## src/rtl/fetch_pkg.sv

```systemverilog
// fetch_pkg: shared types and constants for the instruction prefetch path.
// Holds the fetch entry bundle passed from prefetch to decode.
package fetch_pkg;

    localparam int XLEN            = 32;
    localparam int MAX_OUTSTANDING = 2;
    localparam int PC_INC          = 4;

    typedef struct packed {
        logic [XLEN-1:0] instr;
        logic [XLEN-1:0] pc;
        logic [XLEN-1:0] pc_plus4;
    } fetch_entry_t;

endpackage

```

## src/rtl/fetch_fifo.sv

```systemverilog
// fetch_fifo: registered FIFO of fetch entries, DEPTH a power of two.
// Ports: clk, rst (async low), flush, push/din, pop/dout, full, empty, count.
module fetch_fifo
    import fetch_pkg::*;
#(
    parameter int  DEPTH   = 4,
    parameter type entry_t = fetch_entry_t,
    localparam int AW      = $clog2(DEPTH),
    localparam int CW      = AW + 1
) (
    input  logic          clk,
    input  logic          rst,
    input  logic          flush,
    input  logic          push,
    input  entry_t        din,
    input  logic          pop,
    output entry_t        dout,
    output logic          full,
    output logic          empty,
    output logic [CW-1:0] count
);

    entry_t          mem [DEPTH];
    logic [AW-1:0]   wr_ptr;
    logic [AW-1:0]   rd_ptr;
    logic            do_push;
    logic            do_pop;

    always_comb begin
        full    = (count == CW'(DEPTH));
        empty   = (count == '0);
        do_pop  = pop && !empty;
        // a full FIFO still accepts a write when the head leaves this cycle
        do_push = push && (!full || do_pop);
        dout    = mem[rd_ptr];
    end

    always_ff @(posedge clk or negedge rst) begin
        if (!rst) begin
            wr_ptr <= '0;
            rd_ptr <= '0;
            count  <= '0;
            for (int i = 0; i < DEPTH; i++) begin
                mem[i] <= '0;
            end
        end else if (flush) begin
            wr_ptr <= '0;
            rd_ptr <= '0;
            count  <= '0;
        end else begin
            if (do_push) begin
                mem[wr_ptr] <= din;
                wr_ptr      <= wr_ptr + AW'(1);
            end
            if (do_pop) begin
                rd_ptr <= rd_ptr + AW'(1);
            end
            count <= count + CW'(do_push) - CW'(do_pop);
        end
    end

endmodule

```

## src/rtl/prefetch_unit.sv

```systemverilog
// prefetch_unit: issues sequential fetches, buffers responses for decode,
// squashes in-flight responses on an execute-stage redirect.
// Ports: clk, rst (async low), PCsrc_E/PCTarget_E redirect,
//   imem_req/imem_addr/imem_gnt request, imem_rvalid/imem_rdata response,
//   valid_F/ready_D handshake, instr_F/PC_F/PCPlus4_F head entry.
// Option: define PREFETCH_BYPASS_EN to forward a response straight to
//   the outputs when the buffer is empty.
module prefetch_unit
    import fetch_pkg::*;
#(
    parameter int               WIDTH    = 32,
    parameter int               DEPTH    = 4,
    parameter logic [WIDTH-1:0] RESET_PC = WIDTH'(32'h0000_0000)
) (
    input  logic             clk,
    input  logic             rst,
    input  logic             PCsrc_E,
    input  logic [WIDTH-1:0] PCTarget_E,
    output logic             imem_req,
    output logic [WIDTH-1:0] imem_addr,
    input  logic             imem_gnt,
    input  logic             imem_rvalid,
    input  logic [WIDTH-1:0] imem_rdata,
    output logic             valid_F,
    input  logic             ready_D,
    output logic [WIDTH-1:0] instr_F,
    output logic [WIDTH-1:0] PC_F,
    output logic [WIDTH-1:0] PCPlus4_F
);

    localparam int CW = $clog2(DEPTH) + 1;

    logic [WIDTH-1:0] pc_q;
    logic [1:0]       out_q;
    logic [1:0]       drop_q;
    logic [WIDTH-1:0] aq [2];
    logic             aq_wp;
    logic             aq_rp;

    logic             issue;
    logic             resp;
    logic             resp_drop;
    logic             push;
    logic             pop;
    logic             fifo_full;
    logic             fifo_empty;
    logic [CW-1:0]    fifo_count;
    logic [CW:0]      inflight;
    fetch_entry_t     resp_ent;
    fetch_entry_t     fifo_dout;
    fetch_entry_t     head;

    always_comb begin
        inflight  = (CW+1)'(out_q) + (CW+1)'(fifo_count);
        // gating with rst keeps the request low throughout reset
        imem_req  = rst && !PCsrc_E && !fifo_full
                 && (out_q < 2'(MAX_OUTSTANDING))
                 && (inflight < (CW+1)'(DEPTH));
        imem_addr = pc_q;
        issue     = imem_req && imem_gnt;
        // a response with nothing outstanding cannot be ours
        resp      = imem_rvalid && (out_q != '0);
        resp_drop = PCsrc_E || (drop_q != '0);

        resp_ent.instr    = XLEN'(imem_rdata);
        resp_ent.pc       = XLEN'(aq[aq_rp]);
        resp_ent.pc_plus4 = XLEN'(aq[aq_rp] + WIDTH'(PC_INC));

`ifdef PREFETCH_BYPASS_EN
        if (fifo_empty && resp && !resp_drop) begin
            head    = resp_ent;
            valid_F = 1'b1;
            push    = !ready_D;
        end else begin
            head    = fifo_dout;
            valid_F = !fifo_empty;
            push    = resp && !resp_drop;
        end
`else
        head    = fifo_dout;
        valid_F = !fifo_empty;
        push    = resp && !resp_drop;
`endif

        pop       = valid_F && ready_D && !PCsrc_E;
        instr_F   = WIDTH'(head.instr);
        PC_F      = WIDTH'(head.pc);
        PCPlus4_F = WIDTH'(head.pc_plus4);
    end

    always_ff @(posedge clk or negedge rst) begin
        if (!rst) begin
            pc_q   <= RESET_PC;
            out_q  <= '0;
            drop_q <= '0;
            aq_wp  <= 1'b0;
            aq_rp  <= 1'b0;
            aq[0]  <= '0;
            aq[1]  <= '0;
        end else begin
            if (PCsrc_E) begin
                pc_q <= PCTarget_E;
            end else if (issue) begin
                pc_q <= pc_q + WIDTH'(PC_INC);
            end
            out_q <= out_q + 2'(issue) - 2'(resp);
            if (issue) begin
                aq[aq_wp] <= pc_q;
                aq_wp     <= ~aq_wp;
            end
            // address queue pops on every response, squashed or not
            if (resp) begin
                aq_rp <= ~aq_rp;
            end
            if (PCsrc_E) begin
                drop_q <= out_q - 2'(resp);
            end else if (resp && drop_q != '0) begin
                drop_q <= drop_q - 2'd1;
            end
        end
    end

    fetch_fifo #(
        .DEPTH   (DEPTH),
        .entry_t (fetch_entry_t)
    ) u_fifo (
        .clk   (clk),
        .rst   (rst),
        .flush (PCsrc_E),
        .push  (push),
        .din   (resp_ent),
        .pop   (pop),
        .dout  (fifo_dout),
        .full  (fifo_full),
        .empty (fifo_empty),
        .count (fifo_count)
    );

endmodule

```

## config.mk

```make
export PLATFORM = sky130hd
export DESIGN_NAME = prefetch_unit
export DESIGN_NICKNAME = d
export VERILOG_FILES = /design/src/rtl/fetch_pkg.sv /design/src/rtl/fetch_fifo.sv /design/src/rtl/prefetch_unit.sv
export SDC_FILE = /design/constraint.sdc
export NUM_CORES = 1
export LEC_CHECK = 0
export CAP_MARGIN = 20
export CORE_MARGIN = 4
export CORE_UTILIZATION = 45
export CTS_CLUSTER_DIAMETER = 80
export DETAILED_ROUTE_END_ITERATION = 8
export PLACE_DENSITY = 0.7
export SYNTH_ARGS = -nofsm -noshare
export SYNTH_HDL_FRONTEND = slang
export SYNTH_SLANG_ARGS = --single-unit
export TNS_END_PERCENT = 100
```

## constraint.sdc

```tcl
create_clock -name clk -period 5.1 [get_ports clk]
set_input_delay 1.53 -clock clk [delete_from_list [all_inputs] [get_ports clk]]
set_output_delay 1.53 -clock clk [all_outputs]
set_load 0.01 [all_outputs]
```

==> metrics.csv <==
metric,value,unit
crit_path_start_kind,flop,
yosys.area_share.simple,8.32,%
htreeDepth,2,
remaining_drc_errors,0,
wire_per_inst,20.9,um
n_antenna_cell,0,
die_x,230,um
crit_required,3.57,ns
tightest_slew,0.989,ns
ys_warn_count,0,
placementRows,81,
finalSetupViolations,0,
pre_cts_ws,0.667,ns
cts_sinks,485,
clock_skew,0.0109,ns
synth_edf_count,0,
reg2regPathDepth,6,
drt_first_iter_violations,856,
clk_pin_slew,0.06,ns
fp.dieH,230,um
core_area,49000,um2
syn_to_final_growth,19.5,%
post_cts_resized,0,
place_area,24900,um2
netlist_instances,1703,
drive_gt1_share,26.2,%
irDropWorstVdd,0.266,mV
finalCriticalPeriod,4.42,ns
vias,14429,
grt_pass1_wl,85.7,mm
cts_tree,built,
critical_path_class,flop to output pin,
overflow,0,
dp_hpwl,35.5,mm
syn_nets,1787,
start_util,45.5,%
p_leak,11.9,nW
clockBufferDepth,3,
max_freq,0.226,GHz
clk_latency,0.59,ns
critPathMaxFanout,44,
root_buffer,clkbuf_16,
ctsHoldBuffers,0,
synth_adder_area_share,0.821,%
die-area,53100,um2
finish.utilization,54.3,%
antenna_found_initial,0,
final_area,26600,um2
routabilityCongestion,0.811,
synth-seq-cells,485,
wirelength,53.7,mm
r2r_slack,1.72,ns
hold_class,flop to flop,
status,"complete, no violations",
nets,1947,
port_buffers,199,
ant_nets,0,
syn_avg_cell_area,13.1,um2
postCtsSetupRepairBufs,0,
cellPowerDensity,509,nW/um2
hold_viol_final,0,
cp-end-kind,output pin,
cts_made_buffers,50,
maxSlewHeadroom,32.2,%
synth_mux_area_share,24.7,%
grt_usage,20.2,%
cp-startpoint,u_fifo.rd_ptr[0],
timing.rr.end,u_fifo.mem[222],
grt_max_degree,142,
viasPerCell,5.62,
ys_seq_area_share,54.5,%
layout_setup_ws,0.679,ns
cp.arrival,2.89,ns
finalCritPeriodShare,86.7,%
synth-compound-area-share,7.35,%
drt_pass1_iterations,5,
crit_path_end,PC_F[3],
async_flop_share,100,%
rsz0062_at_grt,no,
synth_top_family_by_area,multiplexers,
slew_viol_final,0,
reg2reg_from,aq_rp,
maxCapViolCount,0,
ys_types,69,
netlist_area,22300,um2
synth-main-ff-cell,dfrtp_1,
grt_pass1_vias,15068,
ios,200,
finalSetupTns,0,ns
synthXorXnorAreaFrac,1.50,%
## worst max-delay path: stages (launching register included)
cell	delay, ns
dfrtp_4	0.72
buf_12	0.39
mux4_2	0.62
clkdlybuf4s50_1	0.52
## cell usage in the layout, fill, tap and decap left out, types with 18 or more instances in the layout
cell type and count:
dfrtp_1 482, mux2_2 268, clkdlybuf4s50_1 197, nand2_1 194, o21ai_0 157, mux4_2 94, clkbuf_16 51, nor2_1 38
nand3_1 36, mux2i_1 34, a221o_1 24, xor2_1 21, nor4_1 21, nand4_1 20, a21o_1 20, inv_1 18
## sequential cells by signal, summed over array words and instances (netlist names)
signal         flops
aq                64
aq_wp              1
drop_q             2
u_fifo.mem       376
u_fifo.count       3
u_fifo.rd_ptr      2
imem_addr         32
out_q              2
u_fifo.wr_ptr      2
aq_rp              1
## worst min path at each step
stage                    startpoint              end  cells after the start
finish              u_fifo.mem[349]  u_fifo.mem[349]                      1
CTS                 u_fifo.mem[147]  u_fifo.mem[147]                      2
floorplan           u_fifo.mem[123]  u_fifo.mem[123]                      2
global route        u_fifo.mem[254]  u_fifo.mem[254]                      1
global placement     u_fifo.mem[53]   u_fifo.mem[53]                      2
detailed placement  u_fifo.mem[147]  u_fifo.mem[147]                      2
## area by class of cell
class	instances	area, um2
fill	4024	22400
sequential	485	12100
multi-input combinational	1082	9520
timing repair buffer	225	2300
clock buffer	75	1500
tap	664	831
clock inverter	19	225
inverter	19	71.3
## synth_stat cells, types with 2 or more instances
library cell  count  area (um2)
mux4_2           94        2120
nor2_1           39         146
buf_1            12        45.0
o31ai_1           5        37.5
inv_1            18        67.6
nor3_1            5        25.0
a222oi_1          2        20.0
a21o_1           20         150
xor2_1           21         184
mux2i_1          34         340
xnor2_1          17         149
ha_1             13         163
a21oi_1          13        65.1
nand4b_1          4        35.0
nand2_1         198         743
and3_1            6        37.5
nor2b_1           2        12.5
or2_1             5        31.3
or4_1             3        22.5
nand3b_1          6        45.0
a221o_1          24         240
o311ai_0         10        87.6
buf_6             4        45.0
buf_4             4        30.0
o311ai_1          2        17.5
and4_1            6        52.6
a22oi_1           4        30.0
nand3_1          36         180
buf_2            58         290
nand4_2           2        25.0
mux2_2          268        3020
o211ai_1          6        45.0
and2_1            2        12.5
nand4b_2          2        30.0
nor4_1           21         131
dfrtp_1         485       12100
o21ai_0         157         786
nand4_1          20         125
clkbuf_1         39         146
or3_1             4        25.0
nand2b_1          4        25.0
## where the power goes
group / internal [mW] / switching [mW]
clock network: 2.24 / 1.52
registers: 4.67 / 0.711
logic: 2.29 / 2.10
total: 9.20 / 4.33
## through the flow
stage                     hold WS [ns]  cells  power, mW
after global routing             0.491   2569       14.2
after floorplan                  0.443   1703       7.85
after CTS                        0.479   2569       13.7
after detailed placement         0.465   2475       9.89
after global placement           0.455   2475       9.75
final                            0.476   2569       13.5
## per-layer routing
layer	routed length [um]	vias up	share of wire, %	track usage [%]
li1	-	6584	-	-
met1	24600	7434	46	29.1
met2	25300	337	47	31.8
met3	2550	74	4.7	3.69
met4	1310	0	2.4	5.71
met5	0	-	0	0
## kinds of logic (layout without fill, tap and decap cells)
kind of cell	Yosys count	in the layout
compound gates	258	258
xor+xnor	38	38
fa+ha+maj	14	14
buf+inv	136	338
flops	485	485
mux	397	397
simple gates	375	375
(Power assumes the default switching activity.)
